==> src/rtl/press_arb_pkg.sv <==
// Shared types and the round-robin selection helper for the press event arbiter.
package press_arb_pkg;

    typedef enum logic {
        ARB_IDLE  = 1'b0,
        ARB_OFFER = 1'b1
    } arb_state_t;

    localparam int DB_CYCLES_DEFAULT = 4;
    localparam int MAX_N             = 32;

    // First set bit scanning ptr, ptr+1, ..., n-1, 0, ..., ptr-1.
    function automatic logic [4:0] rr_pick(
        input logic [MAX_N-1:0] pending,
        input logic [4:0]       ptr,
        input int unsigned      n
    );
        logic [4:0]  pick;
        logic        found;
        int unsigned idx;
        pick  = 5'd0;
        found = 1'b0;
        for (int unsigned off = 0; off < MAX_N; off++) begin
            idx = (int'(ptr) + off) % n;
            if (!found && (off < n) && pending[idx]) begin
                pick  = idx[4:0];
                found = 1'b1;
            end
        end
        return pick;
    endfunction

endpackage

==> src/rtl/press_event_arbiter_input_debounce.sv <==
// One input channel: 2-flop synchroniser, stability-count debounce and rising-edge detect.
module input_debounce
    import press_arb_pkg::*;
#(
    parameter int DB_CYCLES = DB_CYCLES_DEFAULT
) (
    input  logic i_clk,
    input  logic i_reset,
    input  logic i_raw,
    output logic o_rise
);

    localparam int CW = $clog2(DB_CYCLES);

    logic          r_sync1;
    logic          r_sync2;
    logic          r_db_state;
    logic [CW-1:0] r_cnt;
    logic          w_fire;

    // The debounced level flips on the edge where the counter saturates.
    assign w_fire = (r_sync2 != r_db_state) && (r_cnt == CW'(DB_CYCLES - 1));
    assign o_rise = w_fire & r_sync2;

    // Synchroniser and debounce counter.
    always_ff @(posedge i_clk) begin
        if (i_reset) begin
            r_sync1    <= 1'b0;
            r_sync2    <= 1'b0;
            r_db_state <= 1'b0;
            r_cnt      <= '0;
        end else begin
            r_sync1 <= i_raw;
            r_sync2 <= r_sync1;
            if (r_sync2 == r_db_state) begin
                r_cnt <= '0;
            end else if (w_fire) begin
                r_db_state <= r_sync2;
                r_cnt      <= '0;
            end else begin
                r_cnt <= r_cnt + CW'(1);
            end
        end
    end

endmodule

==> src/rtl/press_event_arbiter.sv <==
// Debounces N raw press inputs, latches sticky pending flags and serialises
// them round-robin onto a single registered valid/ready event stream.
module press_event_arbiter
    import press_arb_pkg::*;
#(
    parameter  int N         = 4,
    parameter  int DB_CYCLES = DB_CYCLES_DEFAULT,
    localparam int W         = $clog2(N)
) (
    input  logic         i_clk,
    input  logic         i_reset,
    input  logic [N-1:0] i_press,
    input  logic         i_ev_ready,
    output logic         o_ev_valid,
    output logic [W-1:0] o_ev_id,
    output logic [N-1:0] o_pending,
    output logic         o_overrun
);

    arb_state_t   r_state;
    arb_state_t   w_state_nxt;
    logic         r_ev_valid;
    logic         w_ev_valid_nxt;
    logic [W-1:0] r_ev_id;
    logic [W-1:0] w_ev_id_nxt;
    logic [W-1:0] r_ptr;
    logic [W-1:0] w_ptr_nxt;
    logic [W-1:0] w_pick;
    logic [N-1:0] r_pending;
    logic [N-1:0] w_pending_nxt;
    logic [N-1:0] w_rise;
    logic [N-1:0] w_clear;
    logic         r_overrun;
    logic         w_overrun_nxt;

    for (genvar g = 0; g < N; g++) begin : g_db
        input_debounce #(.DB_CYCLES(DB_CYCLES)) u_db (
            .i_clk   (i_clk),
            .i_reset (i_reset),
            .i_raw   (i_press[g]),
            .o_rise  (w_rise[g])
        );
    end

    assign w_pick = W'(rr_pick(MAX_N'(r_pending), 5'(r_ptr), N));

    // Pending bookkeeping: a same-edge rise beats the accept clear, so nothing is lost.
    always_comb begin
        w_clear = '0;
        if ((r_state == ARB_OFFER) && i_ev_ready) begin
            w_clear = {{(N-1){1'b0}}, 1'b1} << r_ev_id;
        end else begin
            w_clear = '0;
        end
        w_pending_nxt = (r_pending & ~w_clear) | w_rise;
        w_overrun_nxt = |(w_rise & r_pending & ~w_clear);
    end

    // Arbiter next-state and next output values.
    always_comb begin
        w_state_nxt    = r_state;
        w_ev_valid_nxt = r_ev_valid;
        w_ev_id_nxt    = r_ev_id;
        w_ptr_nxt      = r_ptr;
        case (r_state)
            ARB_IDLE: begin
                if (|r_pending) begin
                    w_state_nxt    = ARB_OFFER;
                    w_ev_valid_nxt = 1'b1;
                    w_ev_id_nxt    = w_pick;
                end else begin
                    w_ev_valid_nxt = 1'b0;
                end
            end
            ARB_OFFER: begin
                if (i_ev_ready) begin
                    w_state_nxt    = ARB_IDLE;
                    w_ev_valid_nxt = 1'b0;
                    w_ptr_nxt      = (r_ev_id == W'(N - 1)) ? W'(0) : r_ev_id + W'(1);
                end else begin
                    w_ev_valid_nxt = 1'b1;
                end
            end
            default: begin
                w_state_nxt    = ARB_IDLE;
                w_ev_valid_nxt = 1'b0;
            end
        endcase
    end

    // State and output registers.
    always_ff @(posedge i_clk) begin
        if (i_reset) begin
            r_state    <= ARB_IDLE;
            r_ev_valid <= 1'b0;
            r_ev_id    <= '0;
            r_ptr      <= '0;
            r_pending  <= '0;
            r_overrun  <= 1'b0;
        end else begin
            r_state    <= w_state_nxt;
            r_ev_valid <= w_ev_valid_nxt;
            r_ev_id    <= w_ev_id_nxt;
            r_ptr      <= w_ptr_nxt;
            r_pending  <= w_pending_nxt;
            r_overrun  <= w_overrun_nxt;
        end
    end

    assign o_ev_valid = r_ev_valid;
    assign o_ev_id    = r_ev_id;
    assign o_pending  = r_pending;
    assign o_overrun  = r_overrun;

endmodule

==> config.mk <==
export PLATFORM = sky130hd
export DESIGN_NAME = press_event_arbiter
export DESIGN_NICKNAME = d
export VERILOG_FILES = /design/src/rtl/press_arb_pkg.sv /design/src/rtl/press_event_arbiter_input_debounce.sv /design/src/rtl/press_event_arbiter.sv
export SDC_FILE = /design/constraint.sdc
export NUM_CORES = 1
export LEC_CHECK = 0
export CAP_MARGIN = 30
export CELL_PAD_IN_SITES_DETAIL_PLACEMENT = 0
export CELL_PAD_IN_SITES_GLOBAL_PLACEMENT = 1
export CORE_MARGIN = 4
export CORE_UTILIZATION = 40
export DETAILED_ROUTE_END_ITERATION = 6
export PLACE_DENSITY_LB_ADDON = 0.1
export SYNTH_ARGS = -nofsm -noshare
export SYNTH_HDL_FRONTEND = slang
export SYNTH_SLANG_ARGS = --single-unit
==> constraint.sdc <==
create_clock -name i_clk -period 1.6 [get_ports i_clk]
set_input_delay 0.16 -clock i_clk [delete_from_list [all_inputs] [get_ports i_clk]]
set_output_delay 0.16 -clock i_clk [all_outputs]
set_load 0.02 [all_outputs]
---- Word-level counts from Yosys, hierarchy flattened ----
Index checks and enable logic that the tools add are counted.
word-level totals
  flip-flop bits (word level) ............. 30
  word-level logic and storage cells ...... 104
  bits of input ports ..................... 7
operators by class
  reduce and logical (&&, ||, !) cells .... 23
  eq/ne operators ......................... 13
  bitwise gates (word level) .............. 14
  shift operators ......................... 1
  multiplexer cells ....................... 20
  add/sub/neg operators ................... 8
  $lt $le $gt $ge ......................... 4
operators by type and width
  cell                   count
  $lt A2 B6 Y1 const B   4
  $add A2 B1 Y2 const B  6
  $and A4 B4 Y4          3
  $reduce_and A2 Y1      6
  $reduce_or A3 Y1       4
  $eq A2 B2 Y1 const B   5
  $mux W2                5
  $mux W1                9
  $bmux W1 S2            4
  $logic_and A1 B1 Y1    8
  $reduce_or A4 Y1       2
  $not A1 Y1             5
  $add A2 B2 Y2 const B  2
  $and A1 B1 Y1          4
  $eq A1 B1 Y1           4
  $mux W4                1
  $ne A1 B1 Y1           4
  $not A4 Y4             1
  $or A4 B4 Y4           1
  $shl A1 B2 Y4 const A  1
  $logic_not A1 Y1       3
  $pmux W1 S2            1

---- Depth between registers and ports, before layout ----
  depth after elaboration ................. 12
  gate-level depth with buffers ........... 5

---- Hierarchy ----
Synthesis repeated with hierarchy kept, for this count alone.
unflattened totals
  cells, all modules ...................... 127
  area, all modules ....................... 1224.9 um2
by module, submodules not included
  module               seq. area each (um2)  area an instance (um2)  times used  cells each
  input_debounce       100.1                 173.9                   4           15
  press_event_arbiter  200.2                 529.3                   1           67

---- Least setup slack after synthesis ----
OpenSTA, ideal clock, no wires.
  kind .................................... register to register
  from .................................... reg r_ev_id[0], in the netlist o_ev_id[0]
  to ...................................... reg r_overrun, in the netlist o_overrun
  required time ........................... 1519 ps
  library setup time ...................... 81 ps
  arrival ................................. 1465 ps
  cell stages (with the launch flop) ...... 6
  slack ................................... 54 ps
  cells stage by stage .................... dfxtp_1 inv_1 ha_1 nand3_1 or3b_2 a41oi_1
on the way
  word-level cells in the longest chain between the ends .. 5
RTL lines
  item                    line                        text
  start, declared         press_event_arbiter.sv:24   logic [W-1:0] r_ev_id;
  start signal, assigned  press_event_arbiter.sv:103  r_ev_id <= w_ev_id_nxt;
  $shl A1 B2 Y4           press_event_arbiter.sv:51   w_clear = {{(N-1){1'b0}}, 1'b1} << r_ev_id;
  $mux W4                 press_event_arbiter.sv:50   if ((r_state == ARB_OFFER) && i_ev_ready) begin
  $not A4 Y4              press_event_arbiter.sv:56   w_overrun_nxt = |(w_rise & r_pending & ~w_clear);
  $and A4 B4 Y4           press_event_arbiter.sv:56
  $reduce_or A4 Y1        press_event_arbiter.sv:56
  end signal, assigned    press_event_arbiter.sv:106  r_overrun <= w_overrun_nxt;
  end, declared           press_event_arbiter.sv:33   logic r_overrun;
No other way between the ends.
A chain may end at the register's enable or synchronous reset.

---- Worst setup path in the final report ----
  from .................................... reg r_ev_id[1], in the netlist o_ev_id[1]
  to ...................................... reg r_overrun, in the netlist o_overrun
The elaborated chain is that of the path after synthesis.

==> results by stage <==
Outcome:
- The run finished with clean final reports.

CTS:
- TritonCTS built the clock tree.
- Clock-pin slew was measured on the worst setup and hold paths at 0.09 ns.
- The buffer levels on the longest clock path is 2.
- Clock latency on the worst-skew pair, taken at its later pin, is 0.32 ns.
- The maximum level of the CTS H-tree is 2.
- The tree built by TritonCTS fans out to 30 sinks.
- Clock tree synthesis inserted a total of 5 buffers.
- The clock root buffer is sky130_fd_sc_hd__clkbuf_4.

STA:
- The count of endpoints failing setup in the final report is 0.
- On the final layout, the worst clock skew is 0.009486 ns.
- The total negative setup slack is 0 ns.
- For the pin with the worst max-slew slack, the measured transition is 0.3237 ns.
- The final count of pins violating max slew is 0.
- The maximum clock frequency is 675.3 MHz.
- The count of endpoints failing hold in the final timing report was 0.
- The post-route worst hold slack is 0.3877 ns.
- The share of the clock period used by the worst path after layout is 92.56%.
- Headroom to the max-slew limit came out at 78.14%.
- The final critical delay including setup and external delays is 1.481 ns.
- Setup repair after global routing left no endpoint under its margin.

Final layout:
- The post-synthesis to final-layout area growth is 23.77%.
- In the final layout, the share of cells above drive strength 1 is 11.11%.
- In the final layout, the multi-input gates occupy 584.3 µm².
- The number of nets at the end of the flow is 167.
- The final design utilization is 53.90%.
- The area of all placed cells without fillers is 0.001538 mm².
- The filler cell count is 270.
- In the final layout, flip-flops and latches occupy 603.1 µm².
- 0 antenna diodes ended up in the layout.

GRT:
- The number of antenna violations at the first check in global routing is 0.
- The residual overflow from global routing is 0.
- The number of global-route vias before repair is 916.
- The pin count of the biggest net entering global routing is 29.
- In the global route stage, overall resource usage came out at 11.98%.
- The global-route wire length before repair is 3774 µm.

Logic synthesis:
- Averaged over all synthesized cells, the footprint is 9.484 µm².
- The number of flops mapped to enable cells by yosys is 0.
- The sequential fraction of the synthesis area is 48.34%.
- The share of synthesized flip-flops with an asynchronous set or reset is 0%.
- For this run, the leading register cell type out of synthesis is sky130_fd_sc_hd__dfxtp_1.
- Counting flops and latches in the post-synthesis netlist gives 30.
- The number of nets handed over by synthesis was 146.
- The number of distinct library cells after synthesis is 24.
- Synthesis produced 131 cells.
- During synthesis, Yosys emitted a total of 0 warnings.
- The post-synth design cell area is 0.001242 mm².

Detailed routing:
- For this block, the initial DRC count from the detailed router was 40.
- The number of nets with antenna violations after routing is 0.
- The post-route DRC violation count is 0.
- The wire length per cell is 11.88 µm.
- In the routed layout, each cell is associated on average with a via count of 4.967.
- The routed wire length is 2186 µm.
- For this block, the via count after detailed routing is 914.
- The first detailed-routing pass took 4 iterations.

Die:
- The number of core rows is 19.
- The die covers 0.004062 mm².
- The height of the die is 63.73 µm.
- The core region area is 0.002853 mm².
- The die is 63.73 µm wide.
- Pin placement for this block handled 15 I/O pins.
- Once the floorplan was initialized, standard cells occupied 43.55% of the core.

Flow run:
- Across the run, the number of max-cap violations was 0.

Critical path:
- The worst setup path is of the flip-flop to flip-flop kind.
- Counting both buffers and inverters, the worst setup path holds a total of 1.
- In this run the critical register-to-register path is launched from o_ev_id[1].
- The endpoint class of the critical path is a flip-flop.
- The worst setup path is launched from a flip-flop.
- The delay of the slowest critical-path stage is 0.44 ns.
- STA puts the critical path data arrival time at 1.73 ns.
- STA puts the critical path data required time at 1.85 ns.
- Traced cell by cell, the critical path runs through inv_1 > ha_1 > nand3_1 > or3b_2 > a41oi_1.
- The startpoint of the most critical setup path is o_ev_id[1].
- Among all stages on the critical path, the largest delay is contributed by sky130_fd_sc_hd__or3b_2.
- The kind of cell adding the most delay to the critical path is simple AND/OR/NAND/NOR gates.
- The largest driver fanout on the critical path is 4.

Place:
- The number of buffers added on ports is 14.
- The total cell area at the placement stage is 0.001448 mm².
- The wire-length estimate of the detail-placed layout is 1592 µm.
- The weighted congestion reported at the end of routability-driven placement is 0.8678.

Hold path:
- The startpoint of the worst hold path is i_press[0].
- The path type of the worst min-delay path is input port to flip-flop.

Power and ir drop:
- Across the VDD grid, the largest voltage drop is 534.7 µV.
- The total power divided by cell area is 904.4 mW/mm².
- The leakage power total is 0.6524 nW.
[per-stage QoR]
stage	power (mW)	setup slack, ns	instances
finish	1.391	0.1191	184
global route	1.460	0.04096	184
CTS	1.412	0.006427	184
detailed placement	0.8332	0.06888	176
global placement	0.8319	0.1231	176
floorplan	0.8042	0.05432	131
[logic make-up after synthesis]
logic type / after synthesis / synth area share [%]
xor+xnor: 4 / 2.819
fa+ha+maj: 8 / 8.057
compound gates: 15 / 8.259
mux: 6 / 4.834
simple gates: 53 / 23.06
buf+inv: 15 / 4.632
flops: 30 / 48.34
[final cells by class]
cell class              instances  area share (%)
repair buffers                 18           12.69
flip-flops and latches         30           39.22
clock buffers                   7           2.929
well taps                      31           2.522
clock inverters                 1           1.953
multi-input cells              86           38.00
inverters                      11           2.685
[repair_timing]
action	CTS	global route
hold buffers	0	0
endpoints found under the setup margin	1	6
resized for setup	1	6
buffers inserted	0	0
pin swaps	0	0
[synthesized netlist by cell type (2+ instances only)]
library cell | n | share of area (%)
sky130_fd_sc_hd__a211o_1 | 2 | 1.4
sky130_fd_sc_hd__a21oi_1 | 7 | 2.8
sky130_fd_sc_hd__clkbuf_1 | 3 | 0.91
sky130_fd_sc_hd__dfxtp_1 | 30 | 48
sky130_fd_sc_hd__ha_1 | 8 | 8.1
sky130_fd_sc_hd__inv_1 | 11 | 3.3
sky130_fd_sc_hd__mux2i_1 | 6 | 4.8
sky130_fd_sc_hd__nand2_1 | 8 | 2.4
sky130_fd_sc_hd__nand3_1 | 5 | 2.0
sky130_fd_sc_hd__nand3b_1 | 4 | 2.4
sky130_fd_sc_hd__nor2_1 | 16 | 4.8
sky130_fd_sc_hd__nor2b_1 | 9 | 4.5
sky130_fd_sc_hd__o41ai_1 | 2 | 1.4
sky130_fd_sc_hd__or3_1 | 4 | 2.0
sky130_fd_sc_hd__or3b_2 | 4 | 2.8
sky130_fd_sc_hd__xnor2_1 | 4 | 2.8
[registers in the layout, indices dropped and copies added, names as in the netlist]
signal                count
o_pending                 4
g_db.u_db.r_sync2         4
o_ev_id                   2
g_db.u_db.r_sync1         4
o_overrun                 1
g_db.u_db.r_db_state      4
r_ptr                     2
r_state                   1
g_db.u_db.r_cnt           8
[layout by cell type, fill, tap and decap left out, drive strengths merged, types with 2 or more instances in the layout]
cell type       n
clkdlybuf4s50   9
clkbuf          7
nand2           8
a21oi           7
inv            11
xnor2           4
a211o           2
or3             4
ha              8
nand3b          4
dfxtp          30
nor2           16
nor2b           9
nand3           5
buf             4
mux2i           6
dlymetal6s2s    5
or3b            4
o41ai           2
[layer usage]
layer,global-route usage [%],up-vias,share of wire (%)
met4,4.852,0,0.87
met3,5.779,2,3.6
met5,0,-,0
met1,13.65,416,50
met2,19.30,16,45
li1,-,480,-
[where the power goes]
part	switching, mW	total, mW	internal [mW]
clock	0.245	0.576	0.331
combinational	0.0206	0.0502	0.0296
sequential	0.00592	0.764	0.758
[final timing paths]
check                          end  depth (start not counted)  slack, ns
max                      o_overrun                          5       0.12
min           g_db[0].u_db.r_sync1                          2       0.39
max reg2reg              o_overrun                          5       0.12
min reg2reg  g_db[0].u_db.r_cnt[0]                          1       0.42
[worst reg2reg max path, stage by stage (launching register included)]
cell	delay [ns]
sky130_fd_sc_hd__dfxtp_1	0.38
sky130_fd_sc_hd__inv_1	0.10
sky130_fd_sc_hd__ha_1	0.19
sky130_fd_sc_hd__nand3_1	0.10
sky130_fd_sc_hd__or3b_2	0.44
sky130_fd_sc_hd__a41oi_1	0.22
(Power assumes the default switching activity.)
